## src/rtl/ps2_host_tx.sv

```systemverilog
// PS/2 host-to-device command transmitter: inhibit, request-to-send, 11-bit frame, ACK check.
// Optional transfer watchdog is built only when PS2_TX_TIMEOUT_EN is defined.
module ps2_host_tx #(
    parameter int INHIBIT_CYCLES = 2500,
    parameter int RTS_CYCLES     = 25,
    parameter int TIMEOUT_CYCLES = 375000
) (
    input  logic       clk_25MHz,
    input  logic       reset,
    input  logic [7:0] tx_data,
    input  logic       tx_start,
    input  logic       ps2_clk_in,
    input  logic       ps2_data_in,
    output logic       ps2_clk_oe,
    output logic       ps2_data_oe,
    output logic       busy,
    output logic       done,
    output logic       ack_err,
    output logic       timeout
);

    // state     | meaning
    // IDLE      | lines released, waiting for tx_start
    // INHIBIT   | clock held low
    // RTS       | clock and data held low (start bit)
    // SEND      | device clocks out data, parity, stop
    // ACK       | sample device ACK on falling edge 11
    // WAIT_IDLE | wait for both lines high, then done
    typedef enum logic [2:0] {IDLE, INHIBIT, RTS, SEND, ACK, WAIT_IDLE} state_t;

    localparam int MAX_CYC = (INHIBIT_CYCLES > RTS_CYCLES) ? INHIBIT_CYCLES : RTS_CYCLES;
    localparam int CNT_W   = $clog2(MAX_CYC + 1);

    state_t            state, state_next;
    logic [1:0]        clk_sync, data_sync;
    logic [1:0]        clk_run, data_run;
    logic              clk_filt, data_filt, clk_filt_d;
    logic              fall;
    logic [CNT_W-1:0]  cnt;
    logic [7:0]        data_q;
    logic              parity_q;
    logic [3:0]        bit_idx;
    logic              data_lo;
    logic [9:0]        frame;
    logic              wd_hit;
    logic              in_xfer;

    assign frame   = {1'b1, parity_q, data_q};
    assign fall    = clk_filt_d & ~clk_filt;
    assign in_xfer = (state == SEND) || (state == ACK) || (state == WAIT_IDLE);

    // Filtered line only follows after four consecutive disagreeing synchronised samples.
    always_ff @(posedge clk_25MHz or negedge reset) begin
        if (!reset) begin
            clk_sync   <= 2'b11;
            data_sync  <= 2'b11;
            clk_run    <= 2'd0;
            data_run   <= 2'd0;
            clk_filt   <= 1'b1;
            data_filt  <= 1'b1;
            clk_filt_d <= 1'b1;
        end else begin
            clk_sync   <= {clk_sync[0], ps2_clk_in};
            data_sync  <= {data_sync[0], ps2_data_in};
            clk_filt_d <= clk_filt;
            if (clk_sync[1] == clk_filt) begin
                clk_run <= 2'd0;
            end else if (clk_run == 2'd3) begin
                clk_filt <= clk_sync[1];
                clk_run  <= 2'd0;
            end else begin
                clk_run <= clk_run + 2'd1;
            end
            if (data_sync[1] == data_filt) begin
                data_run <= 2'd0;
            end else if (data_run == 2'd3) begin
                data_filt <= data_sync[1];
                data_run  <= 2'd0;
            end else begin
                data_run <= data_run + 2'd1;
            end
        end
    end

`ifdef PS2_TX_TIMEOUT_EN
    localparam int WD_W = $clog2(TIMEOUT_CYCLES + 1);
    logic [WD_W-1:0] wd;

    always_ff @(posedge clk_25MHz or negedge reset) begin
        if (!reset) begin
            wd <= '0;
        end else if (state == RTS && cnt == '0) begin
            wd <= WD_W'(TIMEOUT_CYCLES);
        end else if (in_xfer && wd != '0) begin
            wd <= wd - 1'b1;
        end
    end

    assign wd_hit = in_xfer && (wd == '0);
`else
    assign wd_hit = 1'b0;
`endif

    assign timeout     = wd_hit;
    assign busy        = (state != IDLE);
    assign ps2_data_oe = (state == RTS) || ((state == SEND) && data_lo);

    always_ff @(posedge clk_25MHz or negedge reset) begin
        if (!reset) begin
            state <= IDLE;
        end else begin
            state <= state_next;
        end
    end

    always_comb begin
        state_next = state;
        ps2_clk_oe = 1'b0;
        done       = 1'b0;
        ack_err    = 1'b0;
        case (state)
            IDLE:      if (tx_start) state_next = INHIBIT;
            INHIBIT: begin
                ps2_clk_oe = 1'b1;
                if (cnt == '0) state_next = RTS;
            end
            RTS: begin
                ps2_clk_oe = 1'b1;
                if (cnt == '0) state_next = SEND;
            end
            SEND:      if (fall && bit_idx == 4'd9) state_next = ACK;
            ACK: begin
                if (fall) begin
                    ack_err    = data_filt;
                    state_next = WAIT_IDLE;
                end
            end
            WAIT_IDLE: begin
                if (clk_filt && data_filt) begin
                    done       = 1'b1;
                    state_next = IDLE;
                end
            end
            default:   state_next = IDLE;
        endcase
        // Watchdog abort wins over any completion in the same cycle.
        if (wd_hit) begin
            state_next = IDLE;
            done       = 1'b0;
            ack_err    = 1'b0;
        end
    end

    always_ff @(posedge clk_25MHz or negedge reset) begin
        if (!reset) begin
            cnt      <= '0;
            data_q   <= 8'h00;
            parity_q <= 1'b0;
            bit_idx  <= 4'd0;
            data_lo  <= 1'b0;
        end else begin
            case (state)
                IDLE: begin
                    if (tx_start) begin
                        data_q   <= tx_data;
                        parity_q <= ~^tx_data;
                        cnt      <= CNT_W'(INHIBIT_CYCLES - 1);
                        data_lo  <= 1'b1;
                    end
                end
                INHIBIT: begin
                    if (cnt == '0) cnt <= CNT_W'(RTS_CYCLES - 1);
                    else           cnt <= cnt - 1'b1;
                end
                RTS: begin
                    if (cnt != '0) cnt <= cnt - 1'b1;
                    else           bit_idx <= 4'd0;
                end
                SEND: begin
                    if (fall) begin
                        data_lo <= ~frame[bit_idx];
                        bit_idx <= bit_idx + 4'd1;
                    end
                end
                default: ;
            endcase
        end
    end

endmodule

```

## config.mk

```make
export PLATFORM = sky130hd
export DESIGN_NAME = ps2_host_tx
export DESIGN_NICKNAME = d
export VERILOG_FILES = /design/src/rtl/ps2_host_tx.sv
export SDC_FILE = /design/constraint.sdc
export NUM_CORES = 1
export LEC_CHECK = 0
export ABC_CLOCK_PERIOD_IN_PS = 5600
export BUFFER_PORTS_ARGS = -buffer_cell sky130_fd_sc_hd__buf_4
export CELL_PAD_IN_SITES_DETAIL_PLACEMENT = 0
export CELL_PAD_IN_SITES_GLOBAL_PLACEMENT = 2
export CORE_ASPECT_RATIO = 0.9
export CORE_UTILIZATION = 32
export CTS_BUF_LIST = sky130_fd_sc_hd__clkbuf_16
export CTS_CLUSTER_DIAMETER = 40
export DETAILED_ROUTE_END_ITERATION = 6
export MAX_ROUTING_LAYER = met4
export PLACE_DENSITY_LB_ADDON = 0.1
export SKIP_CTS_REPAIR_TIMING = 1
export SYNTH_ARGS = -nofsm -noshare
export SYNTH_HDL_FRONTEND = slang
export SYNTH_SLANG_ARGS = --single-unit
```

## constraint.sdc

```tcl
create_clock -name clk_25MHz -period 5.6 [get_ports clk_25MHz]
set_clock_uncertainty 0.15 [all_clocks]
set_input_delay 0 -clock clk_25MHz [delete_from_list [all_inputs] [get_ports clk_25MHz]]
set_output_delay 0 -clock clk_25MHz [all_outputs]
set_load 0.05 [all_outputs]
```

* Word level (Yosys, flattened, before mapping)
Cells that the tools add are included.
** Storage, ports and cells
- Logic and storage cells :: 90
- Register bits after elaboration :: 40
- Output and inout port bits :: 6
- Input port bits :: 13
** Cells by class
- Multiplexer cells :: 28
- Equal/unequal tests :: 19
- Reductions and logical operators :: 20
- Bitwise operators :: 5
- Magnitude comparators :: 1
- Add/subtract/negate cells :: 4
** Operator list (number)
- $mux W12 :: 3
- $pmux W12 S3 :: 1
- $mux W3 :: 6
- $pmux W3 S6 :: 1
- $logic_not A12 Y1 :: 1
- $reduce_bool A12 Y1 :: 1
- $sub A12 B1 Y12 const B :: 1
- $ne A2 B2 Y1 const B :: 5
- $reduce_and A3 Y1 :: 3
- $mux W1 :: 8
- $mux W2 :: 4
- $mux W4 :: 2
- $ne A2 B1 Y1 const B :: 4
- $pmux W4 S2 :: 1
- $reduce_xnor A8 Y1 :: 1
- $eq A3 B2 Y1 const B :: 2
- $eq A3 B3 Y1 const B :: 2
- $reduce_and A2 Y1 :: 3
- $reduce_and A6 Y1 :: 1
- $reduce_bool A3 Y1 :: 2
- $lt A4 B5 Y1 const B :: 1
- $add A2 B1 Y2 const B :: 2
- $add A4 B1 Y4 const B :: 1
- $bmux W1 S4 :: 1
- 12 further kinds :: 20

* Longest topological paths before layout
Gate-level depths: netlist of the first run.
- Word-level depth :: 5
- Gate-level depth with buffers :: 8
- Depth with buffers taken out :: 7

* Worst setup path before layout of the first run
OpenSTA, ideal clock, no wires.
- Path kind :: register -> register
- From :: reg cnt[0]
- To :: reg cnt[6]
- Setup time :: 124 ps
- Arrival time :: 1943 ps
- Clock period less this slack :: 2217 ps
- Buffers on the path :: 0
- Setup slack :: 3383 ps
- Data required time :: 5326 ps
- Cell stages (with the launch flop) :: 8
- Path through :: dfrtp_1 -> inv_1 -> ha_1 -> or3b_2 -> nor4_4 -> or2b_4 -> o21bai_1 -> a211o_1
** Between the ends
- Longest elaborated chain between the ends :: 3
- Elaborated cells on any way between the ends :: 8
- Those cells by class :: 1 x add/sub; 1 x eq/ne; 3 x mux; 3 x reduce/logical
** RTL lines
- from (decl) :: RTL line 39 : logic [CNT_W-1:0] cnt;
- from (signal assigned) :: RTL line 167 : cnt <= CNT_W'(INHIBIT_CYCLES - 1);
- from (signal assigned) :: RTL line 172 : if (cnt == '0) cnt <= CNT_W'(RTS_CYCLES - 1);
- from (signal assigned) :: RTL line 173 : else cnt <= cnt - 1'b1;
- $sub A12 B1 Y12, or another cell as far along :: RTL line 173, 176
- $mux W12, or another cell as far along :: RTL line 176 : if (cnt != '0) cnt <= cnt - 1'b1;
- $pmux W12 S3 / $reduce_and A3 Y1 (equally long branches)
Several ways; a longest one is shown, not always the timed one. The select of a mux whose other input is x is not followed.
A chain may end at the register's enable or synchronous reset.

* Worst setup path in the final report of the first run
Same ends and word-level chain as after synthesis.

==> results of run 1 <==
[state kept, by name, indices dropped and copies added (netlist names), 2 cells and up]
name	flops
bit_idx	4
data_q	8
data_run	2
clk_run	2
cnt	12
state	3
data_sync	2
clk_sync	2
[stage by stage]
step           power, uW  area [um2]  hold slack, ps
2_1_floorplan        497        2220            -446
3_3_place_gp         534        2410            -138
3_5_place_dp         542        2410            -128
4_1_cts              880        2580            -436
5_1_grt              925        2690            16.0
6_report             876        2690           -33.8
[worst min-delay path: stages]
cell and delay [ps]:
buf_4 110, nor2_1 60, inv_1 50, a31oi_1 70
o311ai_1 70
[power by group through the flow]
stage                     Clock (uW)  Combinational [uW]  Sequential [uW]
after floorplan                    0                 114              383
after global placement             0                 133              401
after detailed placement           0                 138              404
after CTS                        342                 139              399
after global routing             358                 159              407
final                            336                 142              399
[logic make-up (layout without fill, tap and decap cells)]
| family | after synthesis | count (layout) | synth area share, % |
|---|---|---|---|
| simple gates | 73 | 73 | 18.8 |
| compound gates | 49 | 49 | 15.2 |
| flops | 40 | 40 | 45.5 |
| buf+inv | 19 | 44 | 3.66 |
| mux | 16 | 16 | 8.91 |
| xor+xnor | 11 | 11 | 4.34 |
| fa+ha+maj | 6 | 6 | 3.38 |
| other cells | 1 | 1 | 0.169 |
[path summary, 6_finish.rpt]
path / slack, ps / depth (start not counted) / startpoint / to
setup / recovery: 3120 / 7 / cnt[0] / cnt[6]
hold / removal: -30 / 5 / tx_start / state[0]
setup reg to reg: 3120 / 7 / cnt[0] / cnt[6]
hold reg to reg: 210 / 0 / data_sync[0] / data_sync[1]
max in group asynchronous: 4840 / 2 / reset / clk_sync[0]
min in group asynchronous: 80 / 2 / reset / cnt[3]
[layout by cell type (no fill, tap or decap), drive strengths merged, types with 9 or more instances in the layout]
master        n
dfrtp        33
buf          17
nor3         13
nand2        13
nor2         12
o21ai        12
dlygate4sd3  11
mux2         10
or3          10
xnor2         9
inv           9
[metal layers]
layer | global-route usage (%) | vias up | share of wire [%]
li1 | - | 828 | -
met1 | 19.3 | 850 | 48
met2 | 26.0 | 29 | 48
met3 | 3.09 | 4 | 3.0
met4 | 3.77 | 0 | 0.73
met5 | - | - | 0
[final cells by class]
class                   instances  area (um2)
clock buffers                   5         125
clock inverters                 3        46.3
fillers                       676        3970
inverters                       8        30.0
multi-input cells             156        1130
flip-flops and latches         40        1010
well taps                      90         113
repair buffers                 28         238
==> metrics.txt, run 1 <==
flops & latches, synth=40; synth-to-layout area growth=21.2%; Commonest cells post-synth=dfrtp_1, nand2_1, nor3_1; combinational power share=16.2%; number of buffers added on ports=17; register area share after synthesis=45.5%; # Max-Cap Violations=0; CORE AREA=6660 um2; first-pass GRT wire length=8520 um; DR DRC count=0; initial core utilization=33.3%; Worst Setup Path Type=flip-flop to flip-flop; I/O pins=19; total CTS buffers=5; worst path cell trace=inv_1 -> ha_1 -> or3b_2 -> nor4_4 -> or2b_4 -> o21bai_1 -> a211o_1; most common cell in the synthesized netlist=dfrtp_1; Clock Pin Slew Worst Setup and Hold Paths=60 ps; ys flop type=dfrtp_1; post-synthesis net count=234; Placed Instances=311; CP arrival=2500 ps; Synth Cell Area=2220 um2; Power per Cell Area=326 nW/um2; RSZ-0062 raised after global routing=no; synth unique cells=53; min setup slack post-route=3120 ps; CP max-delay cell=or3b_2; layout cells sized above 1=21.7%; Core Rows=28; Final ANT Viol Nets=0; sw frac=27.5%; GRT Residual Overflow=0; CTS Sinks=40; crit-path max cell delay=500 ps; Yosys top cell area share=37.2%; static leakage=0.00116 uW; post-synthesis async set-or-reset flop share=100%; fin crit share=44.2%; WHS=-33.8 ps; Final #Nets=258; clk root buf=clkbuf_16; Max H-tree Level=2; Worst Path Buf+Inv=1; DR vias/cell=5.18; Worst Hold Class=primary input to flip-flop; dominant cells by area after synthesis=dfrtp_1, dfstp_2, mux2_2; Worst setup EP type=flip-flop; Non-Filler Instances=330; Power Internal=635 uW; FMAX=404 MHz; CTS tree=yes; mean area per synthesized cell=10.3 um2; crit path max fanout=9; Reg power frac=45.5%; DP Wirelength=3570 um; wire length per cell=15.3 um; Hold Vio Cnt, Final=1; Slew Viols, Final=0; YS warnings=0; largest net degree at the start of global routing=41; status=finished, violations left; Clock power frac=38.3%; Die Ht=81.0 um; ANT cells=0; Switch Pwr=241 uW; WL final=5050 um; Post-Route Setup TNS=0 ps; GPL Wtd Cong=0.767; Final Util=40.4%; All-Layer GR Usage=15.4%; CP delay by family, top=simple AND/OR/NAND/NOR gates; failing checks=hold timing; full die area=7270 um2; Post-Syn Instances=215; Req. time, crit path=5620 ps; worst slew pin tran=706 ps; post-placement setup slack=3140 ps; time the worst path needs with I/O delays and setup=2480 ps; element type at the critical path start=flip-flop; Worst-Skew Late Latency=280 ps; drt first pass iters=4; clk buf depth=2; die width=89.8 um; endpoints failing setup=0; Slew HR=52.9%; EDFF count, synth=0; DRT iter0 DRCs=79; Max VDD drop=0.148 mV; area leader, netlist=dfrtp_1; total number of vias=1711; antenna violations before repair=0; number of global-route vias before repair=1692
Power figures use the tool's default switching activity.
==> inputs of run 2 (changes only) <==
--- a/config.mk
+++ b/config.mk
@@ -5,7 +5,7 @@
 export SDC_FILE = /design/constraint.sdc
 export NUM_CORES = 1
 export LEC_CHECK = 0
-export ABC_CLOCK_PERIOD_IN_PS = 5600
+export ABC_CLOCK_PERIOD_IN_PS = 2000
 export BUFFER_PORTS_ARGS = -buffer_cell sky130_fd_sc_hd__buf_4
 export CELL_PAD_IN_SITES_DETAIL_PLACEMENT = 0
 export CELL_PAD_IN_SITES_GLOBAL_PLACEMENT = 2
==> constraint.sdc (replaced) <==
create_clock -name clk_25MHz -period 2 [get_ports clk_25MHz]
set_clock_uncertainty 0.15 [all_clocks]
set_input_delay 0 -clock clk_25MHz [delete_from_list [all_inputs] [get_ports clk_25MHz]]
set_output_delay 0 -clock clk_25MHz [all_outputs]
set_load 0.05 [all_outputs]
==> run 2 against run 1 <==
Against the previous run: the flow finishes with violations (hold timing, setup timing); critical endpoint is now cnt[8]; worst hold slack about the same; wire length up 9.1%; highest routed layer unchanged; sequential power rose to 2.7 times the previous value; clock power rose to 2.8 times the previous value; register-to-register slack worse by 3200 ps; die area unchanged; cell area up 15%; sequential share of layout area down 4.8 points; core utilization up 5.9 points; maximum frequency up 17%; via count up 8.3%.
==> metrics.txt, run 2 (synthesis results as in run 1) <==
total CTS buffers=5 (unchanged); min setup slack post-route=-112 ps (-3230 ps); Clock Pin Slew Worst Setup and Hold Paths=60 ps (about the same); DP Wirelength=3970 um (+11%); time the worst path needs with I/O delays and setup=2110 ps (-366 ps); largest net degree at the start of global routing=41 (unchanged); Worst Setup Path Type=flip-flop to flip-flop; Power per Cell Area=838 nW/um2 (+160%); WL final=5510 um (+9.1%); FMAX=474 MHz (+17%); Hold Vio Cnt, Final=1 (unchanged); DRT iter0 DRCs=63 (-20%); CORE AREA=6660 um2 (unchanged); commonest cells after routing, fill and taps aside=buf_4, dfrtp_1, nand2_1; DR vias/cell=4.95 (-4.4%); CTS Sinks=40 (unchanged); Final ANT Viol Nets=0 (unchanged); Slew HR=64.6% (+12 points); full die area=7270 um2 (unchanged); fin crit share=106% (+61 points); status=finished, violations left; Worst-Skew Late Latency=280 ps (about the same); number of buffers added on ports=17 (unchanged); ANT cells=0 (unchanged); I/O pins=19 (unchanged); drt first pass iters=4 (unchanged); commonest non-fill, non-tap cell in the layout=buf_4; synth-to-layout area growth=38.9%; worst slew pin tran=531 ps (-175 ps); Slew Viols, Final=0 (unchanged); Worst setup EP type=flip-flop; CP most frequent cell=buf_4; antenna violations before repair=0 (unchanged); number of global-route vias before repair=1879 (+11%); Power Total=2580 uW (+200%); crit-path max cell delay=420 ps (-80 ps); Post-Route Setup TNS=-691 ps (-691 ps); RSZ-0062 raised after global routing=yes; Final #Nets=302 (+17%); CP max-delay cell=or3_4; die width=89.8 um (unchanged); clk root buf=clkbuf_16; GPL Wtd Cong=0.783 (+2.1%); Req. time, crit path=2010 ps (-3610 ps); CTS tree=yes; clk buf depth=2 (unchanged); element type at the critical path start=flip-flop; Worst Hold Class=primary input to flip-flop; largest registers=cnt: 12 flops, data_q: 8 flops, bit_idx: 4 flops; failing checks=hold timing, setup timing; CP arrival=2120 ps (-380 ps); Max VDD drop=0.463 mV (+210%); crit path max fanout=4 (-5); total number of vias=1853 (+8.3%); static leakage=0.00139 uW (+20%); initial core utilization=33.3% (unchanged); Biggest register=cnt; worst path cell trace=inv_2 -> buf_4 -> buf_4 -> ha_1 -> nand2b_1 -> or3_4 -> a21o_1 -> a211o_1; first-pass GRT wire length=9290 um (+9.1%); wire length per cell=14.7 um (-3.7%); DR DRC count=0 (unchanged); Max H-tree Level=2 (unchanged); GRT Residual Overflow=0 (unchanged); endpoints failing setup=11 (+11); WHS=-33.9 ps (-0.151 ps); Core Rows=28 (unchanged); max FFs per register=12 (unchanged); # Max-Cap Violations=0 (unchanged); Die Ht=81.0 um (unchanged); layout cells sized above 1=37.7% (+16 points); All-Layer GR Usage=16.8% (+1.4 points)
run 2: cell count changes in the layout (fill, tap and decap cells not counted), sizes merged:
cell,before,now
buf,17,61
run 2: final timing paths:
path / start / endpoint / slack [ps] / depth (start not counted)
setup / recovery: cnt[0] / cnt[8] / -110 / 8
hold / removal: tx_start / state[0] / -30 / 5
setup reg to reg: cnt[0] / cnt[8] / -110 / 8
hold reg to reg: clk_sync[0] / clk_sync[1] / 210 / 0
max in group asynchronous: reset / data_sync[1] / 1230 / 2
min in group asynchronous: reset / cnt[3] / 90 / 2
run 2: power breakdown:
group | internal (uW) | switching, uW | total, uW
Combinational | 320 | 281 | 602
Sequential | 971 | 84.1 | 1060
Clock | 593 | 335 | 928
Total | 1880 | 700 | 2580
run 2: final cells by class:
type,instances,area [um2]
multi-input combinational,156,1180
sequential,40,1010
tap,90,113
timing repair buffer,72,576
clock buffer,5,125
inverter,8,30.0
fill,651,3570
clock inverter,3,46.3
run 2: stage by stage:
| step | utilization [%] | setup slack (ps) | std cells | area, um2 |
|---|---|---|---|---|
| after global routing | 46.3 | -243 | 374 | 3080 |
| after detailed placement | 40.7 | -114 | 351 | 2710 |
| after global placement | 40.7 | -46.7 | 351 | 2710 |
| final | 46.3 | -112 | 374 | 3080 |
| after CTS | 43.3 | -171 | 359 | 2880 |
| after floorplan | - | -111 | 215 | 2220 |
run 2: critical path, delay by kind of cell (launching register included):
kind	cells	cell delay (ps)
AND/OR/NAND/NOR	2	570
adder cells (fa/ha/maj)	1	170
buffers and inverters	3	250
AO/OA/AOI/OAI	2	460
flip-flops	1	390
run 2: metal layers:
layer / wire [um] / track usage, % / up-vias
met5: 0 / - / -
met4: 21 / 4.10 / 0
met3: 81 / 2.81 / 2
li1: - / - / 913
met1: 2700 / 21.2 / 917
met2: 2710 / 28.4 / 21
==> inputs of run 3 (changes only) <==
--- a/config.mk
+++ b/config.mk
@@ -5,7 +5,7 @@
 export SDC_FILE = /design/constraint.sdc
 export NUM_CORES = 1
 export LEC_CHECK = 0
-export ABC_CLOCK_PERIOD_IN_PS = 2000
+export ABC_CLOCK_PERIOD_IN_PS = 1910
 export BUFFER_PORTS_ARGS = -buffer_cell sky130_fd_sc_hd__buf_4
 export CELL_PAD_IN_SITES_DETAIL_PLACEMENT = 0
 export CELL_PAD_IN_SITES_GLOBAL_PLACEMENT = 2
@@ -17,6 +17,7 @@
 export MAX_ROUTING_LAYER = met4
 export PLACE_DENSITY_LB_ADDON = 0.1
 export SKIP_CTS_REPAIR_TIMING = 1
+export SKIP_LAST_GASP = 1
 export SYNTH_ARGS = -nofsm -noshare
 export SYNTH_HDL_FRONTEND = slang
 export SYNTH_SLANG_ARGS = --single-unit
==> constraint.sdc (replaced) <==
create_clock -name clk_25MHz -period 1.91 [get_ports clk_25MHz]
set_clock_uncertainty 0.15 [all_clocks]
set_input_delay 0 -clock clk_25MHz [delete_from_list [all_inputs] [get_ports clk_25MHz]]
set_output_delay 0 -clock clk_25MHz [all_outputs]
set_load 0.05 [all_outputs]
==> run 3 against run 2 <==
Against the previous run: the run still ends with hold timing, setup timing left; global-route usage decreased by 0.62 points; core utilization up 0.41 points; sequential power up 4%; die area did not move; critical path depth unchanged; first-iteration DRC count fell by 40%; largest cell class unchanged; via count increased by 0.59%; flip-flop and latch count unchanged; clock power is 5.6% higher; wire length down 1.7%; register-to-register slack worse by 90 ps.
==> metrics.txt, run 3 (synthesis results as in run 1) <==
status=finished, violations left; failing checks=hold timing, setup timing; worst slew pin tran=534 ps (+3.05 ps); number of buffers added on ports=17 (unchanged); worst path cell trace=inv_2 -> ha_2 -> or3b_4 -> o41ai_4 -> buf_4 -> a21o_1 -> nor3_1 -> nor3_1; DR DRC count=0 (unchanged); # Max-Cap Violations=0 (unchanged); endpoints failing setup=17 (+6); CP arrival=2170 ps (+50 ps); Max H-tree Level=2 (unchanged); layout cells sized above 1=38.8% (+1.1 points); CP max-delay cell=or3b_4; DR vias/cell=4.92 (-0.73%); Worst setup EP type=flip-flop; total CTS buffers=5 (unchanged); Placed Instances=358 (+2.0%); RSZ-0062 raised after global routing=yes; die width=89.8 um (unchanged); crit path max fanout=3 (-1); CORE AREA=6660 um2 (unchanged); Biggest register=cnt; Placement Cell Area=2760 um2 (+1.9%); GRT Residual Overflow=0 (unchanged); fin crit share=111% (+5.1 points); antenna violations before repair=0 (unchanged); commonest cells after routing, fill and taps aside=buf_4, dfrtp_1, nor3_1; Max VDD drop=0.447 mV (-3.5%); Power per Cell Area=874 nW/um2 (+4.3%); WHS=-32.9 ps (+1.08 ps); CTS tree=yes; min setup slack post-route=-204 ps (-92.4 ps); Clock Pin Slew Worst Setup and Hold Paths=60 ps (about the same); Non-Filler Instances=379 (+1.3%); WL final=5420 um (-1.7%); clk buf depth=2 (unchanged); Die Ht=81.0 um (unchanged); commonest non-fill, non-tap cell in the layout=buf_4; full die area=7270 um2 (unchanged); total number of vias=1864 (+0.59%); Worst-Skew Late Latency=280 ps (about the same); time the worst path needs with I/O delays and setup=2110 ps (+2.36 ps); clk root buf=clkbuf_16; largest net degree at the start of global routing=41 (unchanged); Worst Setup Path Type=flip-flop to flip-flop; crit-path max cell delay=410 ps (about the same); Slew HR=64.4% (-0.20 points); Slew Viols, Final=0 (unchanged); wire length per cell=14.3 um (-3.0%); Core Rows=28 (unchanged); CTS Sinks=40 (unchanged); element type at the critical path start=flip-flop; Power Total=2720 uW (+5.2%); Hold Vio Cnt, Final=1 (unchanged); initial core utilization=33.3% (unchanged); Final ANT Viol Nets=0 (unchanged); DP Wirelength=4070 um (+2.4%); Worst Hold Class=primary input to flip-flop; largest registers=cnt: 12 flops, data_q: 8 flops, bit_idx: 4 flops; GPL Wtd Cong=0.844 (+7.7%); max FFs per register=12 (unchanged); Req. time, crit path=1960 ps (-50 ps); fillers=636 (-2.3%); CP most frequent cell=nor3_1; Final #Nets=307 (+1.7%); first-pass GRT wire length=8930 um (-3.9%); Non-Filler Cell Area, Final=3110 um2 (+0.89%); I/O pins=19 (unchanged); drt first pass iters=4 (unchanged); FMAX=473 MHz (-0.11%); number of global-route vias before repair=1872 (-0.37%); All-Layer GR Usage=16.2% (-0.62 points); static leakage=0.00142 uW (+1.7%); DRT iter0 DRCs=38 (-40%); ANT cells=0 (unchanged); synth-to-layout area growth=40.1%
run 3: metrics by stage:
step / TNS [ps] / setup WS [ps] / util [%] / hold WS [ps]
after global routing: -4010 / -341 / 46.7 / 15.1
after CTS: -3490 / -254 / 44.1 / -430
after global placement: -1280 / -129 / 41.5 / -142
after floorplan: -1050 / -201 / - / -446
final: -2070 / -204 / 46.7 / -32.9
after detailed placement: -3250 / -247 / 41.5 / -127
run 3: final cells by class:
class / count / area [um2] / share of cell area (%)
Clock inverter: 3 / 46.3 / 1.49
Timing Repair Buffer: 77 / 613 / 19.7
Clock buffer: 5 / 125 / 4.02
Inverter: 8 / 30.0 / 0.965
Multi-Input combinational cell: 156 / 1170 / 37.7
Sequential cell: 40 / 1010 / 32.5
Tap cell: 90 / 113 / 3.62
run 3: path summary, 6_finish.rpt:
path / start / to / slack, ps / cells past startpoint
max: cnt[0] / cnt[3] / -200 / 8
min: tx_start / state[0] / -30 / 5
max reg2reg: cnt[0] / cnt[3] / -200 / 8
min reg2reg: data_sync[0] / data_sync[1] / 210 / 0
max in group asynchronous: reset / clk_filt / 1140 / 2
min in group asynchronous: reset / state[1] / 80 / 2
run 3: critical path, delay by kind of cell, from the launching register on:
kind	cells	cell delay [ps]
buffers and inverters	2	260
and+or+nand+nor	3	630
AOI/OAI and AO/OA	2	430
adders and majority gates	1	160
DFF	1	390
run 3: power by group:
group	leakage, uW	internal (uW)	switching [uW]
clock	0.0000804	621	359
combinational	0.000844	346	289
sequential	0.000493	1020	86.6
run 3: metal layers:
| layer | GRT usage [%] | vias up | part of all wire [%] |
|---|---|---|---|
| met5 | - | - | 0 |
| met4 | 4.92 | 0 | 1.1 |
| met3 | 2.62 | 8 | 1.6 |
| met2 | 26.8 | 15 | 47 |
| met1 | 20.5 | 913 | 50 |
| li1 | - | 928 | - |
